===== src/rtl/base_vdelay_pkg.sv =====
// base_vdelay_pkg: shared helper for sizing the occupancy counter
package base_vdelay_pkg;
    function automatic int clog2(input int v);
        int r = 0;
        while ((1 << r) < v) r++;
        return r;
    endfunction
endpackage


===== src/rtl/base_vdelay_stage.sv =====
// base_vdelay_stage: one pipeline slot, a valid bit plus a data register loaded only on capture
module base_vdelay_stage #(
    parameter int width = 1
) (
    input  logic             clk,
    input  logic             reset,
    input  logic             i_load,
    input  logic             i_adv,
    input  logic             i_flush,
    input  logic [width-1:0] i_d,
    output logic             o_v,
    output logic [width-1:0] o_d
);
    logic             r_v;
    logic [width-1:0] r_d;
    always_ff @(posedge clk or negedge reset) begin
        if (!reset) begin
            r_v <= 1'b0;
            r_d <= '0;
        end else begin
            r_v <= ~i_flush & (i_load | (r_v & ~i_adv));
            if (i_load) r_d <= i_d;
        end
    end
    assign o_v = r_v;
    assign o_d = r_d;
endmodule


===== src/rtl/base_vdelay.sv =====
// base_vdelay: elastic n-stage delay line with bubble collapse, flush and occupancy count.
// The ready chain runs combinationally from o_r to i_r, so usable n is bounded by timing.
module base_vdelay
    import base_vdelay_pkg::*;
#(
    parameter int width = 1,
    parameter int n = 1,
    localparam int cw = (clog2(n + 1) > 0) ? clog2(n + 1) : 1
) (
    input  logic             clk,
    input  logic             reset,
    input  logic             i_v,
    output logic             i_r,
    input  logic [width-1:0] i_d,
    input  logic             i_flush,
    output logic             o_v,
    input  logic             o_r,
    output logic [width-1:0] o_d,
    output logic [cw-1:0]    o_cnt
);
    generate
        if (n == 0) begin : g_comb
            assign o_v   = i_v & ~i_flush;
            assign i_r   = o_r & ~i_flush;
            assign o_d   = i_d;
            assign o_cnt = '0;
        end else begin : g_pipe
            logic [n-1:0]     w_v;
            logic [n-1:0]     w_adv;
            logic [n-1:0]     w_load;
            logic [width-1:0] w_d [n+1];
            logic [cw-1:0]    r_cnt;
            // Walk from the output back so each stage sees whether its successor moves.
            always_comb begin
                w_adv      = '0;
                w_load     = '0;
                w_adv[n-1] = ~i_flush & w_v[n-1] & o_r;
                for (int k = n - 2; k >= 0; k--)
                    w_adv[k] = ~i_flush & w_v[k] & (~w_v[k+1] | w_adv[k+1]);
                i_r       = ~i_flush & (~w_v[0] | w_adv[0]);
                w_load[0] = i_v & i_r;
                for (int k = 1; k < n; k++)
                    w_load[k] = w_adv[k-1];
            end
            assign w_d[0] = i_d;
            for (genvar g = 0; g < n; g++) begin : g_stage
                base_vdelay_stage #(.width(width)) u_stage (
                    .clk    (clk),
                    .reset  (reset),
                    .i_load (w_load[g]),
                    .i_adv  (w_adv[g]),
                    .i_flush(i_flush),
                    .i_d    (w_d[g]),
                    .o_v    (w_v[g]),
                    .o_d    (w_d[g+1])
                );
            end
            assign o_v = w_v[n-1] & ~i_flush;
            assign o_d = w_d[n];
            always_ff @(posedge clk or negedge reset) begin
                if (!reset) r_cnt <= '0;
                else        r_cnt <= i_flush ? '0 : r_cnt + cw'(i_v & i_r) - cw'(o_v & o_r);
            end
            assign o_cnt = r_cnt;
        end
    endgenerate
endmodule


===== config.mk =====
export PLATFORM = sky130hd
export DESIGN_NAME = base_vdelay
export DESIGN_NICKNAME = d
export VERILOG_FILES = /design/src/rtl/base_vdelay_pkg.sv /design/src/rtl/base_vdelay_stage.sv /design/src/rtl/base_vdelay.sv
export SDC_FILE = /design/constraint.sdc
export NUM_CORES = 1
export LEC_CHECK = 0
export CORE_AREA = 2 2 39 41
export DETAILED_ROUTE_END_ITERATION = 16
export DIE_AREA = 0 0 41 43
export SYNTH_ARGS = -nofsm -noshare
export SYNTH_HDL_FRONTEND = slang
export SYNTH_SLANG_ARGS = --single-unit

===== constraint.sdc =====
create_clock -name clk -period 1.7 [get_ports clk]
set_clock_uncertainty 0.2 [all_clocks]
set_input_delay 0.17 -clock clk [delete_from_list [all_inputs] [get_ports clk]]
set_output_delay 0.17 -clock clk [all_outputs]
set_load 0.1 [all_outputs]

==> run summary, run 1 <==
status - finished, final reports clean
vias in the first global route - 160
routed len/inst - 7.78 um
maximum vdd drop - 0.232 mV
Yosys warnings - 0
vias per inst - 3.29
Max-slew headroom - 0.844
WHS Path Cells - 2
Die Ht - 43 um
wl on met1 - 136 um
Area after DPL - 320 um^2
RR Startpoint - g_pipe.g_stage[0].u_stage.o_v$_DFF_PN0_
min-delay src - i_d
clock tree sinks - 3
max incr delay on CP - 0.39 ns
crit path capture type - output pin
Total GRT Usage - 0.0584
Die Width - 41 um
Register Area - 75.1 um^2
Core Util, Final - 0.258
Setup CP Type - reg -> out
synthesized area - 165 um^2
final setup margin - 0.243 ns
initial antenna violation count - 0
filler instances - 148
Final Critical Period - 1.46 ns
FFs w/ async S/R, synth - 1.00
first-pass GRT wire length - 614 um
clock root cell - clkbuf_4
Total Nets Final - 36
total gr overflow - 0
post-synthesis instance total - 15
IO Port Bufs - 9
Cell Count, Final, Fillers Out - 45
multi-input logic area - 95.1 um^2
n_diodes - 0
CP startpoint kind - register
synth unique cells - 11
Hold Path End - g_pipe.g_stage[0].u_stage.o_d$_DFFE_PN0P_
final setup TNS - 0 ns
IO Pins - 10
CP delay by family, top - flip-flops
cell taking the most area after synthesis - dfrtp_1
placed insts - 40
clock latency on the worst-skew pair - 0.24 ns
CTS tree - built
Req. time, crit path - 1.33 ns
DR DRC count - 0
area delta synth->final - 116%
H-tree depth - 1
reg2reg path depth - 3
num rows - 14
CP cell instances - nor2b_4, nor2_2, buf_12
top area cells in the synthesized netlist - dfrtp_1 45%, mux2_4 9.1%, nor2b_4 8.3%
Static Leak - 0.149 nW
DR vias - 148
Synth top cells by count - 3 x dfrtp_1, 3 x nor2_1
TritonCTS buffer count - 3
DR iter-0 viols - 1
Critical Path Slowest Stage Cell - dfrtp_1
Reg clk slew, reported paths - 0.04 ns
Resized Gates After CTS - 0
CP bufs+invs - 1
maximum fanout along the worst path - 4
fmax - 0.686 GHz
final WL - 350 um
full die area - 1760 um^2
Antenna Nets Post-Route - 0
share of synthesized area occupied by flip-flops and latches - 0.455
# Max-Cap Violations - 0
routed wl met3 - 11 um
Worst Tran Pin Value - 0.234 ns
setup violators final - 0
Mean Syn Cell Area - 11.0 um^2
number of synthesized register bits - 3
initial core utilization - 0.119
DR top layer - met4
Max Slew Vio Count - 0
net count after synthesis - 21
Core ar. - 1380 um^2
Tcrit/Tclk final - 0.857
GPL Wtd Cong - 0.633
R2R setup slack - 0.35 ns
EDFF count, synth - 0
Hold Path Class - in -> reg
share of cells above drive strength 1 - 0.414
largest net degree at the start of global routing - 6
cell count along the critical path - 3
pre-CTS WS - 0.108 ns
Pwr Density - 1010 nW/um^2
cell area after layout - 357 um^2
Final Hold Viols - 0
CTS Buffer Depth - 2
Yosys top cell area share - 0.455
Critical Path AT - 1.09 ns
RSZ-0062 raised after global routing - false
metal2 WL - 186 um
TritonRoute pass-1 iters - 2
top_reg_cell synth - dfrtp_1
reg2reg end - g_pipe.g_stage[0].u_stage.o_d$_DFFE_PN0P_
-- worst max path at each step --
stage	start	endpoint	slack (ns)
2_1_floorplan	g_pipe.g_stage[0].u_stage.o_v$_DFF_PN0_	i_r	0.04
3_3_place_gp	o_r	g_pipe.g_stage[0].u_stage.o_d$_DFFE_PN0P_	0.11
3_5_place_dp	o_r	g_pipe.g_stage[0].u_stage.o_d$_DFFE_PN0P_	0.11
4_1_cts	g_pipe.g_stage[0].u_stage.o_v$_DFF_PN0_	i_r	0.22
5_1_grt	g_pipe.g_stage[0].u_stage.o_v$_DFF_PN0_	i_r	0.18
6_report	g_pipe.g_stage[0].u_stage.o_v$_DFF_PN0_	i_r	0.24
-- layout by cell type (no fill, tap or decap) --
| cell | instances |
|---|---|
| nor2_1 | 2 |
| buf_12 | 4 |
| nand2b_1 | 1 |
| nand3_1 | 1 |
| a21o_1 | 1 |
| clkbuf_1 | 1 |
| dfrtp_1 | 3 |
| nand3b_1 | 1 |
| nor2b_4 | 1 |
| dlygate4sd3_1 | 1 |
| nor3b_2 | 1 |
| mux2_4 | 1 |
| nor2b_2 | 1 |
| clkdlybuf4s50_1 | 5 |
| nor2_2 | 1 |
| clkbuf_4 | 3 |
| a21oi_1 | 1 |
-- routing by layer --
| layer | track usage | vias up |
|---|---|---|
| met3 | 0.0314 | 2 |
| met5 | 0 | - |
| met1 | 0.0647 | 61 |
| met4 | 0.0800 | 0 |
| li1 | - | 80 |
| met2 | 0.0625 | 5 |
-- state kept, by name (all words and copies together), names as in the netlist --
| register | flops |
|---|---|
| g_pipe.g_stage.u_stage.o_v | 1 |
| g_pipe.g_stage.u_stage.o_d | 1 |
| o_cnt | 1 |
-- cell type report --
cell class	count	share of cell area
Tap cell	16	0.0561
Timing Repair Buffer	10	0.393
Sequential cell	3	0.211
Clock buffer	4	0.0737
Multi-Input combinational cell	12	0.267
-- worst register-to-register path, delay by kind of cell (launching register included) --
kind,cells,cell delay [ns]
mux,1,0.31
simple gates,2,0.32
flops,1,0.39
-- repair_timing --
action,4_1_cts,5_1_grt
hold endpoints to repair,3,0
hold buffers,1,0
buffers inserted,0,0
setup endpoints to repair,0,0
-- kinds of logic (layout without fill, tap and decap cells) --
kind of cell / Yosys count / in the layout / synth area share
AND/OR/NAND/NOR: 9 / 9 / 0.379
flip-flops: 3 / 3 / 0.455
AO/OA/AOI/OAI: 2 / 2 / 0.0757
multiplexers: 1 / 1 / 0.0909
buffers and inverters: 0 / 14 / 0
-- power by group --
group | switching [W] | total [W] | internal [W]
clock | 0.0000396 | 0.000128 | 0.0000881
sequential | 0.00000870 | 0.0000882 | 0.0000795
combinational | 0.0000837 | 0.000144 | 0.0000602
-- metrics by stage --
step / power (W) / hold slack [ns]
2_1_floorplan: 0.000171 / -0.326
3_3_place_gp: 0.000232 / 0.164
3_5_place_dp: 0.000233 / 0.161
4_1_cts: 0.000370 / 0.339
5_1_grt: 0.000380 / 0.343
6_report: 0.000360 / 0.347
No activity file was read; power rests on OpenSTA's default activity.
==> inputs of run 2 (changes only) <==
Settings changed: CTS_CLUSTER_SIZE set to 20, GPL_TIMING_DRIVEN set to 0.
==> run 2 against run 1 <==
- sequential cell count unchanged
- utilization decreased by 3.3 points
- via count increased by 2.0%
- clock power decreased by 3%
- final area decreased by 13%
- first-iteration DRC count unchanged
- global-route usage decreased by 0.61 points
- setup slack got worse by 0.16 ns
==> run summary, run 2 (same netlist as run 1, synthesis figures left out) <==
Static Leak - 0.132 nW (was 0.149 nW)
DR top layer - met3 (was met4)
crit path capture type - output pin (unchanged)
Total GRT Usage - 0.0522 (was 0.0584)
Final Critical Period - 1.62 ns (was 1.46 ns)
Pwr Density - 1060 nW/um^2 (was 1010 nW/um^2)
clock tree sinks - 3 (unchanged)
Hold Worst Slack - 0.314 ns (was 0.347 ns)
Req. time, crit path - 1.33 ns (about the same)
clock latency on the worst-skew pair - 0.23 ns (was 0.24 ns)
most frequent cells in the layout - 5 x clkdlybuf4s50_1, 4 x clkbuf_4, 3 x dfrtp_1 (was 5 x clkdlybuf4s50_1, 4 x buf_12, 3 x clkbuf_4, 3 x dfrtp_1, 2 x nor2_1)
routed len/inst - 8.36 um (was 7.78 um)
initial antenna violation count - 0 (unchanged)
Die Width - 41 um (unchanged)
H-tree depth - 1 (unchanged)
Final Hold Viols - 0 (unchanged)
TritonRoute pass-1 iters - 2 (unchanged)
Setup CP Type - in -> out (was reg -> out)
most common cell after layout, fill and taps aside - clkdlybuf4s50_1 (unchanged)
n_diodes - 0 (unchanged)
status - finished, final reports clean (unchanged)
Worst Tran Pin Value - 0.546 ns (was 0.234 ns)
wl on met1 - 146 um (was 136 um)
area delta synth->final - 88.6% (was 116%)
# Max-Cap Violations - 0 (unchanged)
Cell Count, Final, Fillers Out - 45 (unchanged)
share of cells above drive strength 1 - 0.414 (unchanged)
total gr overflow - 0 (unchanged)
CTS tree - built (unchanged)
Critical Path AT - 1.25 ns (was 1.09 ns)
final WL - 376 um (was 350 um)
Max-slew headroom - 0.638 (was 0.844)
Reg clk slew, reported paths - 0.04 ns (about the same)
IO Port Bufs - 9 (unchanged)
initial core utilization - 0.119 (unchanged)
Total Nets Final - 36 (unchanged)
DR iter-0 viols - 1 (unchanged)
vias in the first global route - 168 (was 160)
num rows - 14 (unchanged)
vias per inst - 3.36 (was 3.29)
GPL Wtd Cong - 0.610 (was 0.633)
Core Util, Final - 0.225 (was 0.258)
Tcrit/Tclk final - 0.952 (was 0.857)
DR vias - 151 (was 148)
placed insts - 40 (unchanged)
maximum fanout along the worst path - 5 (was 4)
fmax - 0.618 GHz (was 0.686 GHz)
Hold Path Class - reg -> reg (was in -> reg)
full die area - 1760 um^2 (unchanged)
Final Total Pwr - 0.000329 W (was 0.000360 W)
routed wl met3 - 10 um (was 11 um)
maximum vdd drop - 0.178 mV (was 0.232 mV)
IO Pins - 10 (unchanged)
final setup TNS - 0 ns (unchanged)
DR DRC count - 0 (unchanged)
buffers inserted by post-CTS timing repair - 0 (unchanged)
TritonCTS buffer count - 3 (unchanged)
Die Ht - 43 um (unchanged)
filler instances - 163 (was 148)
Core ar. - 1380 um^2 (unchanged)
setup violators final - 0 (unchanged)
CP startpoint kind - input port (was register)
RSZ-0062 raised after global routing - false (unchanged)
first-pass GRT wire length - 593 um (was 614 um)
CTS Buffer Depth - 2 (unchanged)
Max Slew Vio Count - 0 (unchanged)
DP HPWL - 306 um
clock root cell - clkbuf_4 (unchanged)
largest net degree at the start of global routing - 6 (unchanged)
metal2 WL - 218 um (was 186 um)
Antenna Nets Post-Route - 0 (unchanged)
-- run 2: cell count changes in the layout (fill, tap and decap cells not counted) --
cell,previous run,this run
buf_2,0,1
clkbuf_4,3,4
clkdlybuf4s15_2,0,2
buf_12,4,0
-- run 2: worst max-delay path, stage by stage --
cell	delay (ns)
clkdlybuf4s50_1	0.52
nor2b_2	0.14
buf_2	0.42
-- run 2: worst paths after layout --
| path | to | startpoint | cells after the start | slack (ns) |
|---|---|---|---|---|
| min in group asynchronous | g_pipe.g_stage[0].u_stage.o_d$_DFFE_PN0P_ | reset | 2 | 0.46 |
| min reg2reg | g_pipe.g_stage[0].u_stage.o_d$_DFFE_PN0P_ | g_pipe.g_stage[0].u_stage.o_d$_DFFE_PN0P_ | 1 | 0.31 |
| max in group asynchronous | o_cnt$_DFF_PN0_ | reset | 2 | 0.70 |
| min | g_pipe.g_stage[0].u_stage.o_d$_DFFE_PN0P_ | g_pipe.g_stage[0].u_stage.o_d$_DFFE_PN0P_ | 1 | 0.31 |
| max reg2reg | g_pipe.g_stage[0].u_stage.o_d$_DFFE_PN0P_ | g_pipe.g_stage[0].u_stage.o_v$_DFF_PN0_ | 3 | 0.35 |
| max | o_v | i_flush | 3 | 0.08 |
-- run 2: through the flow --
stage / setup slack [ns] / area (um^2)
after floorplan: 0.0450 / 170
after global placement: -0.632 / 280
after detailed placement: -0.644 / 280
after CTS: 0.0513 / 309
after global routing: 0.0412 / 312
final: 0.0822 / 312
-- run 2: metal layers --
metal	vias to the layer above	GRT usage
li1	78	-
met1	70	0.0579
met2	3	0.0688
met3	0	0
met4	0	0.0800
met5	-	0
-- run 2: cell type report --
cell class                 instances  area (um^2)  area share
tap                               16         20.0      0.0643
clock buffer                       4         26.3      0.0843
multi-input combinational         12         95.1       0.305
timing repair buffer              10         95.1       0.305
sequential                         3         75.1       0.241
-- run 2: power by group --
group	total, W	switching [W]	internal (W)
registers	0.0000847	0.00000516	0.0000795
clock network	0.000124	0.0000365	0.0000879
logic	0.000120	0.0000827	0.0000372
total	0.000329	0.000124	0.000205
-- run 2: timing repair --
action,in CTS,in global routing
gates resized for setup,16,1
hold endpoints to repair,3,0
hold buffers,1,0
cloned,0,0
setup endpoints to repair,4,1
==> inputs of run 3 (changes only) <==
Settings changed: CTS_CLUSTER_SIZE 20 to 14.
==> results of run 3 <==
Same layout as run 2: the final DEF is identical, and so are final timing and power.
==> RTL edit: new RTL, config.mk and constraints of run 2 <==
Register the output `o_cnt`, without a reset; this adds one clock of latency there. The other outputs are not delayed to match.
--- a/src/rtl/base_vdelay.sv
+++ b/src/rtl/base_vdelay.sv
@@ -19,4 +19,6 @@
     output logic [cw-1:0]    o_cnt
 );
+
+    logic [cw-1:0] o_cnt_d;
     generate
         if (n == 0) begin : g_comb
@@ -24,5 +26,5 @@
             assign i_r   = o_r & ~i_flush;
             assign o_d   = i_d;
-            assign o_cnt = '0;
+            assign o_cnt_d = '0;
         end else begin : g_pipe
             logic [n-1:0]     w_v;
@@ -62,7 +64,11 @@
                 else        r_cnt <= i_flush ? '0 : r_cnt + cw'(i_v & i_r) - cw'(o_v & o_r);
             end
-            assign o_cnt = r_cnt;
+            assign o_cnt_d = r_cnt;
         end
     endgenerate
+    always_ff @(posedge clk) begin
+        o_cnt <= o_cnt_d;
+    end
+
 endmodule
 
Behaviour: not the same (a bounded check fails within 4 cycles, from zero or initial values and one cycle with reset low).
==> RTL edit against run 2 <==
- core utilization up 1.3 points
- critical path type is now flop to primary output
- die area did not move
- area after synthesis is 12% higher
- cell count is 2.2% higher
- global-route usage grew 0.52 points
- power rose by 11%
- cell area grew 5.6%
- largest power group unchanged
- wire length increased by 1.1%
- synthesized cell count is 6.7% higher
- sequential cell count grew 1
- critical endpoint is now i_r
- register-to-register slack is essentially flat
- worst setup slack worse by 20 ps
==> RTL edit: results (changes against run 2) <==
status=completed; Synth cell types=12 (+1); slowest stage delay, CP=420 ps (-100 ps); Place WS=-640.4 ps (+3.735 ps); wire length on met2=209 um (-4.1%); Seq/Total Area, Yosys=51.35% (+5.9 points); Power Sequential=110 uW (+30%); clock-net power=135 uW (+9%); worst slew pin tran=546.3 ps (+0.5048 ps); P_int=230.1 uW (+12%); wire length on met3=28 um (+180%); M3 GR Usage=3.665% (+3.7 points); met2 Usage GRT=8.750% (+1.9 points); via count=158 (+4.6%); critical path class=flop to primary output; filler instances=159 (-2.5%); main area contributors after synthesis=dfrtp_1, dfxtp_1, mux2_4; Overall Global Routing Usage=5.740% (+0.52 points); Syn Nets=22 (+4.8%); WL/cell=8.261 um (-1.1%); Synth Area in Compound Gates=6.757% (-0.82 points); GR Util met1=3.247% (-2.5 points); M1 wire length=131 um (-10%); Starting DRT DRC Count=0 (-1); Worst EP arrival=1270 ps (+20 ps)
-- RTL edit: cell count changes in the layout (fill, tap and decap cells not counted) --
cell | run 2 | this run
buf_2 | 1 | 2
clkbuf_4 | 4 | 3
dfxtp_1 | 0 | 1
-- RTL edit: area by class of cell --
cell class / instances / area share (%)
multi-input cells: 12 / 28.90
clock buffers: 4 / 7.985
well taps: 16 / 6.084
repair buffers: 10 / 28.14
flip-flops and latches: 4 / 28.90
-- RTL edit: logic make-up (layout without fill, tap and decap cells) --
logic type,Yosys count,after routing
flops,4,4
buf+inv,0,14
compound gates,2,2
simple gates,9,9
mux,1,1
-- RTL edit: worst paths after layout --
kind | slack, ps | cells past startpoint | to
worst max-delay path | 60 | 3 | i_r
worst min-delay path | 200 | 0 | o_cnt$_DFF_P_
worst max register to register | 350 | 3 | g_pipe.g_stage[0].u_stage.o_d$_DFFE_PN0P_
worst min register to register | 200 | 0 | o_cnt$_DFF_P_
max in group asynchronous | 710 | 2 | g_pipe.g_stage[0].u_stage.o_d$_DFFE_PN0P_
min in group asynchronous | 450 | 2 | g_pipe.r_cnt$_DFF_PN0_
-- RTL edit: timing repair --
item | in CTS | in global routing
hold endpoints to repair | 3 | 0
hold buffers | 1 | 0
setup endpoints to repair | 4 | 0
gates resized for setup | 16 | 0
-- RTL edit: metrics by stage --
| step | util (%) | area (um^2) | instances | power [mW] | hold slack [ps] |
|---|---|---|---|---|---|
| after global placement | 21.70 | 300.3 | 41 | 0.2339 | 163.7 |
| final | 23.78 | 329.1 | 46 | 0.3641 | 198.5 |
| after detailed placement | 21.70 | 300.3 | 41 | 0.2348 | 168.1 |
| after global routing | 23.78 | 329.1 | 46 | 0.3871 | 231.8 |
| after floorplan | - | 190.2 | 16 | 0.1981 | -325.6 |
| after CTS | 23.78 | 329.1 | 46 | 0.3686 | 205.0 |
